<file path="src/rtl/lru_kv_cache_if.sv">
// lru_kv_cache_if: request/response bus of the LRU key/value cache.
// The master drives requests and consumes responses; the slave is the cache.
// Optional statistics signals exist only when LRU_KV_CACHE_STATS_EN is defined.
interface lru_kv_cache_if #(
  parameter int KEY_W  = 8,
  parameter int DATA_W = 8,
  parameter int DEPTH  = 8,
  parameter int STAT_W = 16
);
  localparam int CNT_W = $clog2(DEPTH + 1);

  logic              req_valid;
  logic              req_ready;
  logic              req_wr;
  logic [KEY_W-1:0]  req_key;
  logic [DATA_W-1:0] req_data;
  logic              flush;
  logic              resp_valid;
  logic              resp_ready;
  logic              resp_hit;
  logic [DATA_W-1:0] resp_data;
  logic              evict_valid;
  logic [KEY_W-1:0]  evict_key;
  logic [DATA_W-1:0] evict_data;
  logic [CNT_W-1:0]  occupancy;
`ifdef LRU_KV_CACHE_STATS_EN
  logic [STAT_W-1:0] hit_cnt;
  logic [STAT_W-1:0] miss_cnt;
`endif

  modport master (
    output req_valid, req_wr, req_key, req_data, flush, resp_ready,
    input  req_ready, resp_valid, resp_hit, resp_data,
    input  evict_valid, evict_key, evict_data, occupancy
`ifdef LRU_KV_CACHE_STATS_EN
    , input hit_cnt, miss_cnt
`endif
  );

  modport slave (
    input  req_valid, req_wr, req_key, req_data, flush, resp_ready,
    output req_ready, resp_valid, resp_hit, resp_data,
    output evict_valid, evict_key, evict_data, occupancy
`ifdef LRU_KV_CACHE_STATS_EN
    , output hit_cnt, miss_cnt
`endif
  );
endinterface

</file>
<file path="src/rtl/lru_kv_cache.sv">
// lru_kv_cache: key/value cache with true-LRU ordering, MRU kept in slot 0.
// Hits move the entry to slot 0; write misses insert at slot 0 and push the
// LRU entry out of slot DEPTH-1. Single-register response stage.
// Optional feature macro: LRU_KV_CACHE_STATS_EN (hit/miss counters).
module lru_kv_cache #(
  parameter int KEY_W  = 8,
  parameter int DATA_W = 8,
  parameter int DEPTH  = 8,
  parameter int STAT_W = 16
) (
  input logic             clk,
  input logic             reset,
  lru_kv_cache_if.slave   bus
);
  localparam int CNT_W = $clog2(DEPTH + 1);

  // Entry array, MRU first
  logic [DEPTH-1:0]  valid_q, valid_d;
  logic [KEY_W-1:0]  key_q  [DEPTH];
  logic [KEY_W-1:0]  key_d  [DEPTH];
  logic [DATA_W-1:0] data_q [DEPTH];
  logic [DATA_W-1:0] data_d [DEPTH];
  logic [CNT_W-1:0]  occ_q, occ_d;

  // Response stage
  logic              resp_valid_q, resp_valid_d;
  logic              resp_hit_q, resp_hit_d;
  logic [DATA_W-1:0] resp_data_q, resp_data_d;
  logic              evict_valid_q, evict_valid_d;
  logic [KEY_W-1:0]  evict_key_q, evict_key_d;
  logic [DATA_W-1:0] evict_data_q, evict_data_d;

  // Lookup results
  logic [DEPTH-1:0]  match_s;
  logic [DEPTH-1:0]  above_s;   // above_s[i]: hit slot index is >= i
  logic              hit_s;
  logic [DATA_W-1:0] hit_data_s;
  logic              req_ready_s;
  logic              accept_s;

  assign req_ready_s = ~resp_valid_q | bus.resp_ready;
  assign accept_s    = bus.req_valid & req_ready_s;
  assign hit_s       = |match_s;

  // Parallel key compare, hit-position mask and hit-data select
  always_comb begin
    match_s    = {DEPTH{1'b0}};
    above_s    = {DEPTH{1'b0}};
    hit_data_s = {DATA_W{1'b0}};
    for (int i = 0; i < DEPTH; i++) begin
      match_s[i] = valid_q[i] & (key_q[i] == bus.req_key);
      hit_data_s = hit_data_s | (data_q[i] & {DATA_W{match_s[i]}});
    end
    above_s[DEPTH-1] = match_s[DEPTH-1];
    for (int i = DEPTH - 2; i >= 0; i--) begin
      above_s[i] = above_s[i+1] | match_s[i];
    end
  end

  // Next array contents: flush clears, hit rotates to front, write miss shifts in
  always_comb begin
    valid_d = valid_q;
    key_d   = key_q;
    data_d  = data_q;
    occ_d   = occ_q;
    if (bus.flush) begin
      // flush wins over a simultaneous request; keys/data may stay stale
      valid_d = {DEPTH{1'b0}};
      occ_d   = {CNT_W{1'b0}};
    end else if (accept_s && hit_s) begin
      for (int i = 1; i < DEPTH; i++) begin
        if (above_s[i]) begin
          valid_d[i] = valid_q[i-1];
          key_d[i]   = key_q[i-1];
          data_d[i]  = data_q[i-1];
        end else begin
          valid_d[i] = valid_q[i];
        end
      end
      valid_d[0] = 1'b1;
      key_d[0]   = bus.req_key;
      data_d[0]  = bus.req_wr ? bus.req_data : hit_data_s;
    end else if (accept_s && bus.req_wr) begin
      for (int i = 1; i < DEPTH; i++) begin
        valid_d[i] = valid_q[i-1];
        key_d[i]   = key_q[i-1];
        data_d[i]  = data_q[i-1];
      end
      valid_d[0] = 1'b1;
      key_d[0]   = bus.req_key;
      data_d[0]  = bus.req_data;
      // a free LRU slot means nothing is evicted, so one more entry is live
      if (!valid_q[DEPTH-1] && (occ_q != CNT_W'(DEPTH))) begin
        occ_d = occ_q + CNT_W'(1);
      end else begin
        occ_d = occ_q;
      end
    end else begin
      occ_d = occ_q;
    end
  end

  // Response beat: load on accept, clear when consumed, hold while stalled
  always_comb begin
    resp_valid_d  = resp_valid_q;
    resp_hit_d    = resp_hit_q;
    resp_data_d   = resp_data_q;
    evict_valid_d = evict_valid_q;
    evict_key_d   = evict_key_q;
    evict_data_d  = evict_data_q;
    if (accept_s) begin
      resp_valid_d  = 1'b1;
      resp_hit_d    = hit_s & ~bus.flush;
      resp_data_d   = (hit_s && !bus.req_wr && !bus.flush) ? hit_data_s : {DATA_W{1'b0}};
      evict_valid_d = bus.req_wr & ~hit_s & ~bus.flush & valid_q[DEPTH-1];
      evict_key_d   = evict_valid_d ? key_q[DEPTH-1]  : {KEY_W{1'b0}};
      evict_data_d  = evict_valid_d ? data_q[DEPTH-1] : {DATA_W{1'b0}};
    end else if (bus.resp_ready) begin
      resp_valid_d  = 1'b0;
      resp_hit_d    = 1'b0;
      resp_data_d   = {DATA_W{1'b0}};
      evict_valid_d = 1'b0;
      evict_key_d   = {KEY_W{1'b0}};
      evict_data_d  = {DATA_W{1'b0}};
    end else begin
      resp_valid_d  = resp_valid_q;
    end
  end

  // State and response registers
  always_ff @(posedge clk or posedge reset) begin
    if (reset) begin
      valid_q       <= {DEPTH{1'b0}};
      occ_q         <= {CNT_W{1'b0}};
      resp_valid_q  <= 1'b0;
      resp_hit_q    <= 1'b0;
      resp_data_q   <= {DATA_W{1'b0}};
      evict_valid_q <= 1'b0;
      evict_key_q   <= {KEY_W{1'b0}};
      evict_data_q  <= {DATA_W{1'b0}};
      for (int i = 0; i < DEPTH; i++) begin
        key_q[i]  <= {KEY_W{1'b0}};
        data_q[i] <= {DATA_W{1'b0}};
      end
    end else begin
      valid_q       <= valid_d;
      occ_q         <= occ_d;
      resp_valid_q  <= resp_valid_d;
      resp_hit_q    <= resp_hit_d;
      resp_data_q   <= resp_data_d;
      evict_valid_q <= evict_valid_d;
      evict_key_q   <= evict_key_d;
      evict_data_q  <= evict_data_d;
      for (int i = 0; i < DEPTH; i++) begin
        key_q[i]  <= key_d[i];
        data_q[i] <= data_d[i];
      end
    end
  end

  assign bus.req_ready   = req_ready_s;
  assign bus.resp_valid  = resp_valid_q;
  assign bus.resp_hit    = resp_hit_q;
  assign bus.resp_data   = resp_data_q;
  assign bus.evict_valid = evict_valid_q;
  assign bus.evict_key   = evict_key_q;
  assign bus.evict_data  = evict_data_q;
  assign bus.occupancy   = occ_q;

`ifdef LRU_KV_CACHE_STATS_EN
  logic [STAT_W-1:0] hit_cnt_q, hit_cnt_d;
  logic [STAT_W-1:0] miss_cnt_q, miss_cnt_d;

  // Saturating hit/miss counters; a request accepted with flush is a miss
  always_comb begin
    hit_cnt_d  = hit_cnt_q;
    miss_cnt_d = miss_cnt_q;
    if (accept_s && hit_s && !bus.flush) begin
      hit_cnt_d = (hit_cnt_q != {STAT_W{1'b1}}) ? hit_cnt_q + STAT_W'(1) : hit_cnt_q;
    end else if (accept_s) begin
      miss_cnt_d = (miss_cnt_q != {STAT_W{1'b1}}) ? miss_cnt_q + STAT_W'(1) : miss_cnt_q;
    end else begin
      hit_cnt_d = hit_cnt_q;
    end
  end

  // Counter registers; only reset clears them
  always_ff @(posedge clk or posedge reset) begin
    if (reset) begin
      hit_cnt_q  <= {STAT_W{1'b0}};
      miss_cnt_q <= {STAT_W{1'b0}};
    end else begin
      hit_cnt_q  <= hit_cnt_d;
      miss_cnt_q <= miss_cnt_d;
    end
  end

  assign bus.hit_cnt  = hit_cnt_q;
  assign bus.miss_cnt = miss_cnt_q;
`else
`endif
endmodule

</file>
<file path="src/flat_wrapper.sv">
// flat-port wrapper written by rule: the top's interface ports become plain ports
module lru_kv_cache_flat 
#(
  parameter int KEY_W  = 8,
  parameter int DATA_W = 8,
  parameter int DEPTH  = 8,
  parameter int STAT_W = 16
)
  (clk, reset, bus_req_valid, bus_req_wr, bus_req_key, bus_req_data, bus_flush, bus_resp_ready, bus_req_ready, bus_resp_valid, bus_resp_hit, bus_resp_data, bus_evict_valid, bus_evict_key, bus_evict_data, bus_occupancy);
  lru_kv_cache_if #(.KEY_W(KEY_W), .DATA_W(DATA_W), .DEPTH(DEPTH), .STAT_W(STAT_W)) bus_i ();
  input logic clk;
  input logic reset;
  input wire logic [$bits(bus_i.req_valid)-1:0] bus_req_valid;
  input wire logic [$bits(bus_i.req_wr)-1:0] bus_req_wr;
  input wire logic [$bits(bus_i.req_key)-1:0] bus_req_key;
  input wire logic [$bits(bus_i.req_data)-1:0] bus_req_data;
  input wire logic [$bits(bus_i.flush)-1:0] bus_flush;
  input wire logic [$bits(bus_i.resp_ready)-1:0] bus_resp_ready;
  output wire logic [$bits(bus_i.req_ready)-1:0] bus_req_ready;
  output wire logic [$bits(bus_i.resp_valid)-1:0] bus_resp_valid;
  output wire logic [$bits(bus_i.resp_hit)-1:0] bus_resp_hit;
  output wire logic [$bits(bus_i.resp_data)-1:0] bus_resp_data;
  output wire logic [$bits(bus_i.evict_valid)-1:0] bus_evict_valid;
  output wire logic [$bits(bus_i.evict_key)-1:0] bus_evict_key;
  output wire logic [$bits(bus_i.evict_data)-1:0] bus_evict_data;
  output wire logic [$bits(bus_i.occupancy)-1:0] bus_occupancy;
  assign bus_i.req_valid = bus_req_valid;
  assign bus_i.req_wr = bus_req_wr;
  assign bus_i.req_key = bus_req_key;
  assign bus_i.req_data = bus_req_data;
  assign bus_i.flush = bus_flush;
  assign bus_i.resp_ready = bus_resp_ready;
  assign bus_req_ready = bus_i.req_ready;
  assign bus_resp_valid = bus_i.resp_valid;
  assign bus_resp_hit = bus_i.resp_hit;
  assign bus_resp_data = bus_i.resp_data;
  assign bus_evict_valid = bus_i.evict_valid;
  assign bus_evict_key = bus_i.evict_key;
  assign bus_evict_data = bus_i.evict_data;
  assign bus_occupancy = bus_i.occupancy;
  lru_kv_cache #(.KEY_W(KEY_W), .DATA_W(DATA_W), .DEPTH(DEPTH), .STAT_W(STAT_W)) u_core (.clk(clk), .reset(reset), .bus(bus_i));
endmodule
</file>
<file path="config.mk">
export PLATFORM = sky130hd
export DESIGN_NAME = lru_kv_cache_flat
export DESIGN_NICKNAME = d
export VERILOG_FILES = /design/src/rtl/lru_kv_cache_if.sv /design/src/rtl/lru_kv_cache.sv /design/src/flat_wrapper.sv
export SDC_FILE = /design/constraint.sdc
export NUM_CORES = 1
export LEC_CHECK = 0
export BUFFER_PORTS_ARGS = -buffer_cell sky130_fd_sc_hd__buf_2
export CAP_MARGIN = 10
export CELL_PAD_IN_SITES_DETAIL_PLACEMENT = 1
export CELL_PAD_IN_SITES_GLOBAL_PLACEMENT = 2
export CORE_ASPECT_RATIO = 0.6
export CORE_MARGIN = 1
export CORE_UTILIZATION = 42
export DETAILED_ROUTE_END_ITERATION = 12
export PLACE_DENSITY_LB_ADDON = 0.3
export SYNTH_ARGS = -nofsm -noshare
export SYNTH_HDL_FRONTEND = slang
export SYNTH_SLANG_ARGS = --single-unit
</file>
<file path="constraint.sdc">
create_clock -name clk -period 5.25 [get_ports clk]
set_input_delay 0 -clock clk [delete_from_list [all_inputs] [get_ports clk]]
set_output_delay 0 -clock clk [all_outputs]
set_load 0.05 [all_outputs]
</file>
==> impl_metrics.env <==
export IMPL_cts_buffers=17
export IMPL_slew_violations=0
export IMPL_status="complete, no violations"
export IMPL_start_kind="flop"
export IMPL_maxCapViolations=0
export IMPL_final_hold_viol_count=0
export IMPL_placed_area_um2=8350
export IMPL_reg2reg_to="u_core.data_q[30]"
export IMPL_r2r_setup_slack_ns=1.49
export IMPL_grt_pass1_wl_um=33900
export IMPL_clk_pin_slew_ns=0.07
export IMPL_final_setup_viol_count=0
export IMPL_syn_to_final_growth_pct=14.3
export IMPL_path_cells="xnor2_1 > nand3_1 > nor3_1 > buf_4 > or4_1 > o31a_1 > a21oi_2 > mux2_2"
export IMPL_dp_hpwl_um=15300
export IMPL_whs_endpoint="u_core.key_q[59]"
export IMPL_fin_total_pwr_mw=4.03
export IMPL_cp_slowest_cell="a21oi_2"
export IMPL_gp_congestion=0.841
export IMPL_cts_root_buffer="clkbuf_16"
export IMPL_synth_edf_count=0
export IMPL_die_w_um=179
export IMPL_synthCells=615
export IMPL_rsz0062_at_grt="false"
export IMPL_h_tree_depth=4
export IMPL_clk_latency_ns=0.44
export IMPL_grt_usage_pct=23.9
export IMPL_path_class="reg2reg"
export IMPL_tritoncts="built"
export IMPL_die_area_um2=19400
export IMPL_cts_sinks=167
export IMPL_die_h_um=108
export IMPL_rows=38
export IMPL_wire_per_inst_um=23.2
export IMPL_cp_slowest_stage_delay_ns=0.90
export IMPL_fin_ws_ns=1.49
export IMPL_p_per_area_nw_per_um2=445
export IMPL_yosysSeqAreaShare_pct=52.7
export IMPL_grt_max_degree=117
export IMPL_drc=0
export IMPL_post_place_ws_ns=1.52
export IMPL_drt_pass1_iterations=6
export IMPL_grt_pass1_vias=5569
export IMPL_syn_cell_area_um2=7930
export IMPL_diodes=0
export IMPL_synth_nets=639
export IMPL_postCtsResizedCells=0
export IMPL_antenna_found_initial=0
export IMPL_setup_tns_ns=0
export IMPL_nets=699
export IMPL_peakVddDrop_uv=266
export IMPL_initial_utilization_pct=43.4
export IMPL_hold_class="in2reg"
export IMPL_cp_required_ns=5.56
export IMPL_antenna_left=0
export IMPL_r2r_start="u_core.key_q[7]"
export IMPL_layout_drive_gt1_share_pct=32.7
export IMPL_ioPinCount=54
export IMPL_leakage_nw=4.00
export IMPL_max_clock_freq_ghz=0.266
export IMPL_core_um2=18300
export IMPL_ys_ff_latch=167
export IMPL_hp_start="bus_req_key[3]"
export IMPL_r2r_cells=8
export IMPL_drt_wl_total_um=21500
export IMPL_synth_warnings=0
export IMPL_fin_area_um2=9060
export IMPL_holdPathStages=2
export IMPL_fin_skew_ns=0.00939
export IMPL_grt_overflow=0
export IMPL_num_vias=5245
export IMPL_max_slew_worst_pin_slew_ns=1.09
export IMPL_async_flop_share_pct=100
export IMPL_critPathArrivalTime_ns=4.08
export IMPL_crit_fanout=16
export IMPL_synthFlopType="dfrtp_1"
export IMPL_vias_per_cell=5.65
export IMPL_max_slew_margin_pct=27.5
export IMPL_initialDrtViolationCount=389
export IMPL_period_minus_slack_ns=3.76
export IMPL_port_buffers=53
export IMPL_syn_avg_cell_area_um2=12.9
export IMPL_finalCritPeriodShare_pct=71.7
export IMPL_cp_end_kind="flop"
export IMPL_netlist_cell_type_count=47
export IMPL_clk_path_buf_depth=2
[worst max-delay path by stage]
stage,start,endpoint,slack [ns]
after detailed placement,u_core.key_q[9],u_core.key_q[25],1.52
after CTS,u_core.key_q[7],u_core.data_q[30],1.49
after floorplan,reset,u_core.bus.evict_data[0],0.73
after global routing,u_core.key_q[9],u_core.data_q[30],1.33
after global placement,u_core.key_q[8],u_core.data_q[29],1.56
final,u_core.key_q[7],u_core.data_q[30],1.49
[what timing repair did]
item	in CTS	in global routing
hold buffers	12	0
setup buffers	0	0
hold endpoints to repair	130	0
[power by group]
part	switching, mW	leakage, nW	total, mW	internal [mW]
clock	0.563	0.263	1.28	0.715
sequential	0.386	2.20	2.02	1.63
combinational	0.281	1.54	0.731	0.450
total	1.23	4.00	4.03	2.80
[cells in the mapped netlist, types with 5 or more instances]
cell type	instances	share of area [%]
a21oi_1	7	0.44
o31ai_1	7	0.66
inv_1	10	0.47
nand3b_1	5	0.47
nor3_1	9	0.57
nand3_1	11	0.69
mux2_2	87	12
nor2_1	18	0.85
dfrtp_1	167	53
buf_6	10	1.4
buf_4	7	0.66
nor4_1	9	0.71
buf_2	6	0.38
mux2i_1	7	0.88
mux2_4	30	5.7
o21ai_0	14	0.88
nand2_1	34	1.6
nand4_1	11	0.87
a22oi_1	21	2.0
clkbuf_1	12	0.57
xnor2_1	64	7.1
a22o_1	23	2.5
[final cells by class]
class / instances / area (um^2)
clock inverter: 14 / 151
sequential: 167 / 4180
tap: 240 / 300
multi-input combinational: 402 / 3470
fill: 1894 / 9200
inverter: 11 / 46.3
clock buffer: 18 / 439
timing repair buffer: 76 / 468
[metrics by stage]
step	hold slack (ns)	std cells	util [%]
2_1_floorplan	0.108	615	-
3_3_place_gp	0.219	884	45.7
3_5_place_dp	0.237	884	45.7
4_1_cts	0.0810	928	49.6
5_1_grt	0.111	928	49.6
6_report	0.0883	928	49.6
[logic make-up after synthesis]
family	Yosys count	synth area share [%]
simple gates	117	7.77
xor+xnor	64	7.07
fa+ha+maj	2	0.316
buf+inv	46	3.55
flops	167	52.7
compound gates	92	9.20
mux	127	19.4
[cell usage in the layout, fill, tap and decap left out, types with 8 or more instances in the layout]
cell type,netlist,layout
a22o_1,23,23
a22oi_1,21,21
buf_2,6,53
buf_4,7,11
clkbuf_16,0,17
clkinvlp_4,0,8
dfrtp_1,167,167
dlygate4sd3_1,0,12
inv_1,10,9
mux2_2,87,87
mux2_4,30,30
nand2_1,34,34
nand3_1,11,11
nand4_1,11,11
nor2_1,18,17
nor3_1,9,8
nor4_1,9,9
o21ai_0,14,14
xnor2_1,64,64
[per-layer routing]
metal | vias to the layer above | global-route usage [%] | wire, um
li1 | 2342 | - | -
met1 | 2742 | 37.9 | 11600
met2 | 145 | 31.5 | 8460
met3 | 16 | 5.87 | 1250
met4 | 0 | 6.60 | 225
met5 | - | 0 | 0
[registers in the layout, indices dropped and copies added (netlist names)]
register,flops
u_core.data_q,64
u_core.key_q,64
u_core.bus.evict_data,8
u_core.bus.evict_key,8
u_core.bus.resp_data,8
u_core.valid_q,8
u_core.bus.occupancy,4
u_core.bus.evict_valid,1
u_core.bus.resp_hit,1
u_core.bus.resp_valid,1
[critical path, delay by kind of cell, from the launching register on]
kind                   cells  cell delay, ns
AO/OA/AOI/OAI              2            1.52
XOR/XNOR                   1            0.15
buffers and inverters      1            0.19
flip-flops                 1            0.43
multiplexers               1            0.43
AND/OR/NAND/NOR            3            0.91
Note: power is estimated with default switching activity, not from simulation.
